**src/rtl/array_mul3_bip.sv**
```systemverilog
// Registered unsigned array multiplier: WIDTH x WIDTH -> 2*WIDTH product.
// AND-array partial products, carry-save rows of full/half adders, final ripple merge.
module array_mul3_bip #(
    parameter int WIDTH = 16
) (
    input  logic                 clk,
    input  logic                 rst_n,
    input  logic                 in_valid,
    input  logic [WIDTH-1:0]     a,
    input  logic [WIDTH-1:0]     b,
    output logic                 out_valid,
    output logic [2*WIDTH-1:0]   prod
);

    // Returns {carry, sum}; with cin tied low this is a half adder.
    function automatic logic [1:0] full_add(input logic x, input logic y, input logic cin);
        full_add = {(x & y) | (x & cin) | (y & cin), x ^ y ^ cin};
    endfunction

    logic [WIDTH-1:0]   a_q;
    logic [WIDTH-1:0]   b_q;
    logic               vld_p1_q;
    logic [2*WIDTH-1:0] prod_q;
    logic               vld_p2_q;

    logic [WIDTH-1:0]   pp    [WIDTH];
    logic [WIDTH:0]     s_row [WIDTH];
    logic [WIDTH-1:0]   c_row [WIDTH];
    logic [2*WIDTH-1:0] prod_d;
    logic [1:0]         fa_out;
    logic               rc;

    // Stage 1 -> stage 2: combinational array on the registered operands.
    // Cell (i,j) sits at weight i+j; its sum feeds row i+1 one column to the
    // left-shifted position and its carry feeds row i+1 at the same column.
    always_comb begin
        for (int i = 0; i < WIDTH; i++) begin
            pp[i]    = a_q & {WIDTH{b_q[i]}};
            s_row[i] = '0;
            c_row[i] = '0;
        end
        prod_d    = '0;
        fa_out    = '0;
        s_row[0]  = {1'b0, pp[0]};
        prod_d[0] = s_row[0][0];
        for (int i = 1; i < WIDTH; i++) begin
            for (int j = 0; j < WIDTH; j++) begin
                fa_out         = full_add(pp[i][j], s_row[i-1][j+1], c_row[i-1][j]);
                s_row[i][j]    = fa_out[0];
                c_row[i][j]    = fa_out[1];
            end
            prod_d[i] = s_row[i][0];
        end
        // Merge the leftover sum and carry rows; the final carry out is always zero.
        rc = 1'b0;
        for (int k = 0; k < WIDTH; k++) begin
            fa_out            = full_add(s_row[WIDTH-1][k+1], c_row[WIDTH-1][k], rc);
            prod_d[WIDTH+k]   = fa_out[0];
            rc                = fa_out[1];
        end
    end

    // Stage 1: operand capture (held while idle to avoid array toggling).
    always_ff @(posedge clk) begin
        if (!rst_n) begin
            a_q      <= '0;
            b_q      <= '0;
            vld_p1_q <= 1'b0;
        end else begin
            if (in_valid) begin
                a_q <= a;
                b_q <= b;
            end
            vld_p1_q <= in_valid;
        end
    end

    // Stage 2: product register, holds its last value across bubbles.
    always_ff @(posedge clk) begin
        if (!rst_n) begin
            prod_q   <= '0;
            vld_p2_q <= 1'b0;
        end else begin
            if (vld_p1_q) begin
                prod_q <= prod_d;
            end
            vld_p2_q <= vld_p1_q;
        end
    end

    assign prod      = prod_q;
    assign out_valid = vld_p2_q;

endmodule

```
**config.mk**
```make
export PLATFORM = sky130hd
export DESIGN_NAME = array_mul3_bip
export DESIGN_NICKNAME = d
export VERILOG_FILES = /design/src/rtl/array_mul3_bip.sv
export SDC_FILE = /design/constraint.sdc
export NUM_CORES = 1
export LEC_CHECK = 0
export ABC_AREA = 1
export CORE_MARGIN = 4
export CORE_UTILIZATION = 62
export DETAILED_ROUTE_END_ITERATION = 10
export GPL_TIMING_DRIVEN = 0
export HOLD_SLACK_MARGIN = 0.03
export PLACE_DENSITY = 0.81
export SYNTH_ARGS = -nofsm -noshare
export SYNTH_HDL_FRONTEND = slang
export SYNTH_SLANG_ARGS = --single-unit
```
**constraint.sdc**
```tcl
create_clock -name clk -period 17.8 [get_ports clk]
set_input_delay 3.56 -clock clk [delete_from_list [all_inputs] [get_ports clk]]
set_output_delay 3.56 -clock clk [all_outputs]
set_load 0.02 [all_outputs]
```
==> results.txt <==
The min-delay analysis places its worst path in the category reg2reg. After clock tree synthesis, the flow added hold-fix buffers numbering 0. The DRC marker count from the first detailed-route iteration came out at around 290. The number of antenna cells inserted came out at 0. The number of clock sinks seen by CTS came out at 66. The count of nets left with antenna violations once routing finished came out at 0. The total met3 wirelength after detailed routing came out at approximately 1.0 mm. Adding up every negative setup slack in the final design gives 0 ps. The pre-antenna-repair detailed-routing pass consisted of 4 iterations.

The total nets after synthesis came out at between 1,000 and 1,500. The cell with the most instances on the worst path is fa_1. Routability-driven placement finished with a final weighted congestion of 0.842. TritonCTS built the clock tree. The cell area power density came out at between 60 and 70 nW/µm². between 60 and 70 I/O pins were placed. The global-route wire length before repair came out at 33.1 mm. After detailed routing, the met2 layer carries 10.5 mm of wire. The maximum vdd drop is 0.0000487 V.

The run finished with clean final reports. The final critical-path required period came out at 15,240 ps. The number of unique standard cell types used by synthesis is 14. The total core area came out at approximately 15,000 µm². The final wirelength came out at 19.3 mm. The clock slew seen by the registers of the worst setup and hold paths is around 60 ps. The maximum number of pins on one net before global-route repair came out at 12.

The area share of the largest cell type after synthesis is 0.471. The peak per-stage delay on the critical path came out at between 500 and 600 ps. The area taken by multi-input logic gates is 6510 µm². The TritonCTS buffer count is 9. In the routed layout, each cell is associated on average with a via count of 4.71. The cell type of the slowest stage on the worst timing path is fa_1. The sequential area share after synthesis is 0.139. The slew at the pin closest to its max-slew limit is ~290 ps. In the synthesized netlist, the number of instances is 1,205. Measured along the y axis, the die boundary spans around 130 µm.

The sequential cell area came out at ~1300 µm². The routed wire length per instance came out at between 10 and 15 µm. The maximum root-to-sink buffer count came out at 2. The signal arrival time at the worst endpoint is 15,480 ps. The detailed router put a total of between 7 and 8 mm of wire on met1. The tightest hold margin is 439 ps. The normalized max-slew margin is 0.807. The worst setup path is captured at a flip-flop. The count of pins over their slew limit came out at 0. Buffers added to address setup during post-CTS repair amount to 0.

The worst path required time came out at roughly 18,000 ps. The final cycle utilization of the critical path came out at 0.856. The estimated wirelength of the detail-placed design is between 15 and 20 mm.

The final-layout fill cell count came out at roughly 1,200. The number of vias in the routed layout is approximately 6,900. The final setup violation count is 0. The global-route usage over all layers is 0.237. The setup path with the least slack is of type reg2reg.

Summed over all cells, the static leakage comes to approximately 0.0071 µW. In the post-synthesis netlist, the biggest area contributors are fa_1 47%, nand2_1 16%, dfxtp_1 14%, inv_1 13%, buf_2 3.8%. The number of antenna violations at the first check in global routing is 0. The area enclosed by the die boundary is about 17,000 µm². The maximum clock frequency came out at roughly 0.066 GHz. CTS placed an instance of clkbuf_16 at the clock tree root. The average cell area after synthesis came out at ~7.9 µm². The yosys synthesis warning count is 0. The synthesis-stage register bit count is 66. The area of the mapped netlist came out at 9530 µm². The layout cell share with drive strength beyond 1 is 0.0778. Setup repair after global routing left no endpoint under its margin. The final clock skew is between 10 and 15 ps. The aggregate global routing overflow is 0.

After floorplanning, the core was divided into 45 placement rows. The die width is 132 µm. STA classifies the critical path startpoint as a flip-flop. The uppermost layer routed is met4. The top fanout value on the critical path is 10. The later-pin clock latency in the skew report came out at around 350 ps. The count of nets after finishing is ~1,600. The count of unresolved DRC violations after routing came out at 0. The synthesis-to-finish area growth came out at 12.7%. The hold violation total from the final report is 0. The via count of the first global-routing pass is roughly 7,700. The number of I/O port buffers came out at between 60 and 70.

The largest total area in the synthesized netlist belongs to fa_1. The reported max-cap violation count came out at 0. The post-CTS resize count is 0. The H-tree was split into 3 levels. The effective utilization at floorplan is 0.629.
==> placed cells by master (no fill, tap or decap) <==
master	count
nand2_2	1
clkinvlp_4	1
bufinv_16	2
clkbuf_16	9
nor2_1	64
inv_2	2
dfxtp_1	66
nand3_1	1
buf_4	5
nand2_1	414
inv_1	334
nor2_4	1
clkdlybuf4s50_1	65
fa_1	224
clkbuf_8	1
buf_2	73
ha_1	16
clkinv_2	2
clkbuf_1	1
o21ai_0	1
buf_6	3
==> stage by stage <==
| stage | worst slack (ps) | utilization | area (µm²) | cells | total power, µW |
|---|---|---|---|---|---|
| 3_5_place_dp | 2550 | 0.687 | 10400 | 1458 | 506 |
| 6_report | 2560 | 0.709 | 10700 | 1474 | 696 |
| 5_1_grt | 1920 | 0.709 | 10700 | 1474 | 761 |
| 3_3_place_gp | 2660 | 0.687 | 10400 | 1458 | 495 |
| 4_1_cts | 2510 | 0.709 | 10700 | 1474 | 706 |
| 2_1_floorplan | 3130 | - | 9530 | 1205 | 422 |
==> state kept, by name, summed over array words and instances (netlist names) <==
name	cells
a_q	16
b_q	16
vld_p1_q	1
out_valid	1
prod	32
==> synthesized netlist by cell type <==
cell type  count
nor2_4         1
fa_1         224
inv_2          2
nand2_1      414
inv_1        334
buf_2         73
nand2_2        1
nand3_1        1
nor2_1        64
buf_6          3
ha_1          16
o21ai_0        1
dfxtp_1       66
buf_4          5
==> cell families (layout without fill, tap and decap cells) <==
| family | count (synthesis) | count (layout) | synth area share |
|---|---|---|---|
| adders and majority gates | 240 | 240 | 0.492 |
| AOI/OAI and AO/OA | 1 | 1 | 0.000525 |
| and+or+nand+nor | 481 | 481 | 0.191 |
| DFF | 66 | 66 | 0.139 |
| buffers and inverters | 417 | 498 | 0.178 |
==> worst max-delay path: cells and delay by family, from the launching register on <==
kind | cells | cell delay, ps
DFF | 1 | 300
buffers and inverters | 7 | 770
adders and majority gates | 30 | 13850
and+or+nand+nor | 3 | 220
==> where the power goes <==
part	leakage, µW	switching (µW)	internal [µW]	total [µW]
logic	0.00637	189	143	332
clock network	0.000156	70.2	126	196
registers	0.000543	5.48	162	168
total	0.00707	265	432	696
==> final timing paths <==
check | start | endpoint | slack (ps) | cells past startpoint
worst min register to register | prod[3]$_SDFFE_PN0P_ | prod[3]$_SDFFE_PN0P_ | 440 | 2
worst max register to register | b_q[0]$_SDFFE_PN0P_ | prod[31]$_SDFFE_PN0P_ | 2560 | 40
worst min-delay path | prod[3]$_SDFFE_PN0P_ | prod[3]$_SDFFE_PN0P_ | 440 | 2
worst max-delay path | b_q[0]$_SDFFE_PN0P_ | prod[31]$_SDFFE_PN0P_ | 2560 | 40
==> routing by layer <==
layer / vias to the layer above / GRT usage
met1: 3372 / 0.263
met3: 44 / 0.0355
li1: 3379 / -
met4: 0 / 0.0904
met5: - / 0
met2: 151 / 0.454
==> cell type report <==
class | count | share of cell area
buffer | 81 | 0.0407
clock buffer | 11 | 0.0226
clock inverter | 5 | 0.00723
inverter | 336 | 0.118
multi-input combinational | 722 | 0.606
sequential | 66 | 0.123
tap | 188 | 0.0219
timing repair buffer | 65 | 0.0606
No activity file was read; power rests on OpenSTA's default activity.
==> RTL edit (config.mk and constraints unchanged) <==
Register the output `prod` once more, with the module's reset; this adds one clock of latency there. The other outputs are not delayed to match.
--- a/src/rtl/array_mul3_bip.sv
+++ b/src/rtl/array_mul3_bip.sv
@@ -89,5 +89,11 @@
     end
 
-    assign prod      = prod_q;
+    always_ff @(posedge clk) begin
+        if (!rst_n) begin
+            prod <= '0;
+        end else begin
+            prod <= prod_q;
+        end
+    end
     assign out_valid = vld_p2_q;
 
Check against the original RTL: not equivalent (a bounded check fails within 4 cycles, from zero or initial values and one cycle with rst_n low).
==> RTL edit against the original RTL <==
- hold slack lost 0.0060 ns
- final area increased by 9.9%
- area after synthesis grew 11%
- final cell count increased by 12%
- sequential cell count up 32
- global-route usage is 0.56 points higher
- die area up 10%
- setup slack lost 0.23 ns
- sequential share of layout area grew 4.3 points
- utilization hardly changed
- wire length rose by 12%
- power increased by 12%
- largest power group unchanged
- highest routed layer unchanged
==> RTL edit: results (changes against the original RTL) <==
metric,value,unit,change
drtIter0Drc,326,,was 285
post_cts_buffers,0,,unchanged
grt_pass1_vias,8655,,was 7677
num_antenna_cells,0,,unchanged
dp.final_hpwl,17900,µm,was 16300 µm
via_per_inst,4.73,,was 4.71
worstPathArrival,15.74,ns,was 15.48 ns
clk_pin_slew,0.08,ns,was 0.06 ns
ys_seq_area_frac,0.186,,was 0.139
gp_congestion,0.830,,was 0.842
min_to,prod[0]$_SDFF_PN0_,,was prod[3]$_SDFFE_PN0P_
portBuffers,66,,was 65
synthArstFlopShare,0,,unchanged
yosys_most_used_dff,dfxtp_1,,unchanged
synth_cell_types,12,,was 14
reg2reg_depth,42,,was 40
nets,1699,,was 1556
fin_skew,0.0138,ns,was 0.0119 ns
grt_max_degree,20,,was 12
cts_resized,0,,unchanged
crit_slowest_cell,fa_1,,unchanged
r2r_end,prod_q[30]$_SDFFE_PN0P_,,was prod[31]$_SDFFE_PN0P_
grtUsageTotal,0.242,,was 0.237
status,finished clean,,unchanged
netlist_top_cells_area,"fa_1 (42%), dfxtp_1 (19%), nand2_1 (15%)",,"was fa_1 (47%), nand2_1 (16%), dfxtp_1 (14%)"
drive_gt1_frac,0.0679,,was 0.0778
hold_depth,2,,unchanged
p_leak,0.00796,µW,was 0.00707 µW
preCtsSetupSlack,2.26,ns,was 2.55 ns
cts_root_buffer,clkbuf_16,,unchanged
r2r-start,b_q[0]$_SDFFE_PN0P_,,unchanged
min-delay-path-class,flop to flop,,unchanged
yosysWarnings,0,,unchanged
path_max_fanout,10,,unchanged
wl_per_cell,13.1,µm,about the same
maxSlewHeadroom,0.617,,was 0.807
reg.largest.list,"prod (32), prod_q (32)",,
peakVddDrop,0.0584,mV,was 0.0487 mV
numCtsBuffers,9,,unchanged
clk-insertion-delay-late,0.36,ns,
drtPass1Iterations,5,,was 4
drc,0,,unchanged
place_area,0.0115,mm²,was 0.0104 mm²
hold_start,prod_q[0]$_SDFFE_PN0P_,,was prod[3]$_SDFFE_PN0P_
synth_commonest_cells,"nand2_1 (435), inv_1 (417), fa_1 (224)",,"was nand2_1 (414), inv_1 (334), fa_1 (224)"
period_minus_slack,15.47,ns,was 15.24 ns
ctsHtreeMaxLevel,3,,unchanged
grt_pass1_wl,37800,µm,was 33100 µm
clockBufferDepth,2,,unchanged
max_stage_delay,0.59,ns,
syn_nets,1622,,was 1480
grt_antenna_before_repair,0,,unchanged
-- RTL edit: how the worst max path moves through the flow --
stage / endpoint / cells past startpoint / startpoint
after floorplan: prod_q[30]$_SDFFE_PN0P_ / 42 / b_q[0]$_SDFFE_PN0P_
after global placement: prod_q[30]$_SDFFE_PN0P_ / 42 / b_q[0]$_SDFFE_PN0P_
after detailed placement: prod_q[30]$_SDFFE_PN0P_ / 42 / b_q[0]$_SDFFE_PN0P_
after CTS: prod_q[30]$_SDFFE_PN0P_ / 42 / b_q[0]$_SDFFE_PN0P_
after global routing: prod_q[30]$_SDFFE_PN0P_ / 42 / b_q[0]$_SDFFE_PN0P_
final: prod_q[30]$_SDFFE_PN0P_ / 42 / b_q[0]$_SDFFE_PN0P_
-- RTL edit: stage by stage --
stage               hold slack, ns  instances
floorplan                    0.405       1347
global placement             0.411       1633
detailed placement           0.423       1633
CTS                          0.437       1649
global route                 0.452       1649
finish                       0.433       1649
-- RTL edit: cell families after synthesis --
logic type / Yosys count / share of synthesized area
buf+inv: 502 / 0.189
flops: 98 / 0.186
compound gates: 7 / 0.00332
fa+ha+maj: 240 / 0.444
simple gates: 500 / 0.178
-- RTL edit: power breakdown --
part	internal (µW)	switching (µW)	leakage (µW)
combinational	142	196	0.00702
clock	98.8	98.8	0.000139
sequential	237	4.33	0.000808
total	478	299	0.00796
-- RTL edit: final cells by class --
class                   count  area [µm²]
well taps                 220         275
clock buffers               9         225
flip-flops and latches     98        1960
inverters                 417        1570
clock inverters             7        71.3
plain buffers              85         433
fillers                  1270        4850
multi-input cells         747        6600
repair buffers             66         661
-- RTL edit: per-layer routing --
metal  wire (µm)  GRT usage  share of wire  vias to the layer above
met4         619     0.0837          0.029                        0
met5           0          0              0                        -
met1        8390      0.274           0.39                     3876
met2       11700      0.465           0.54                      137
met3         861     0.0356          0.040                       47
li1            -          -              -                     3733
-- RTL edit: critical path, delay by kind of cell (launching register included) --
kind / cells / cell delay [ns]
adders and majority gates: 30 / 13.91
buffers and inverters: 9 / 0.94
DFF: 1 / 0.31
and+or+nand+nor: 3 / 0.19
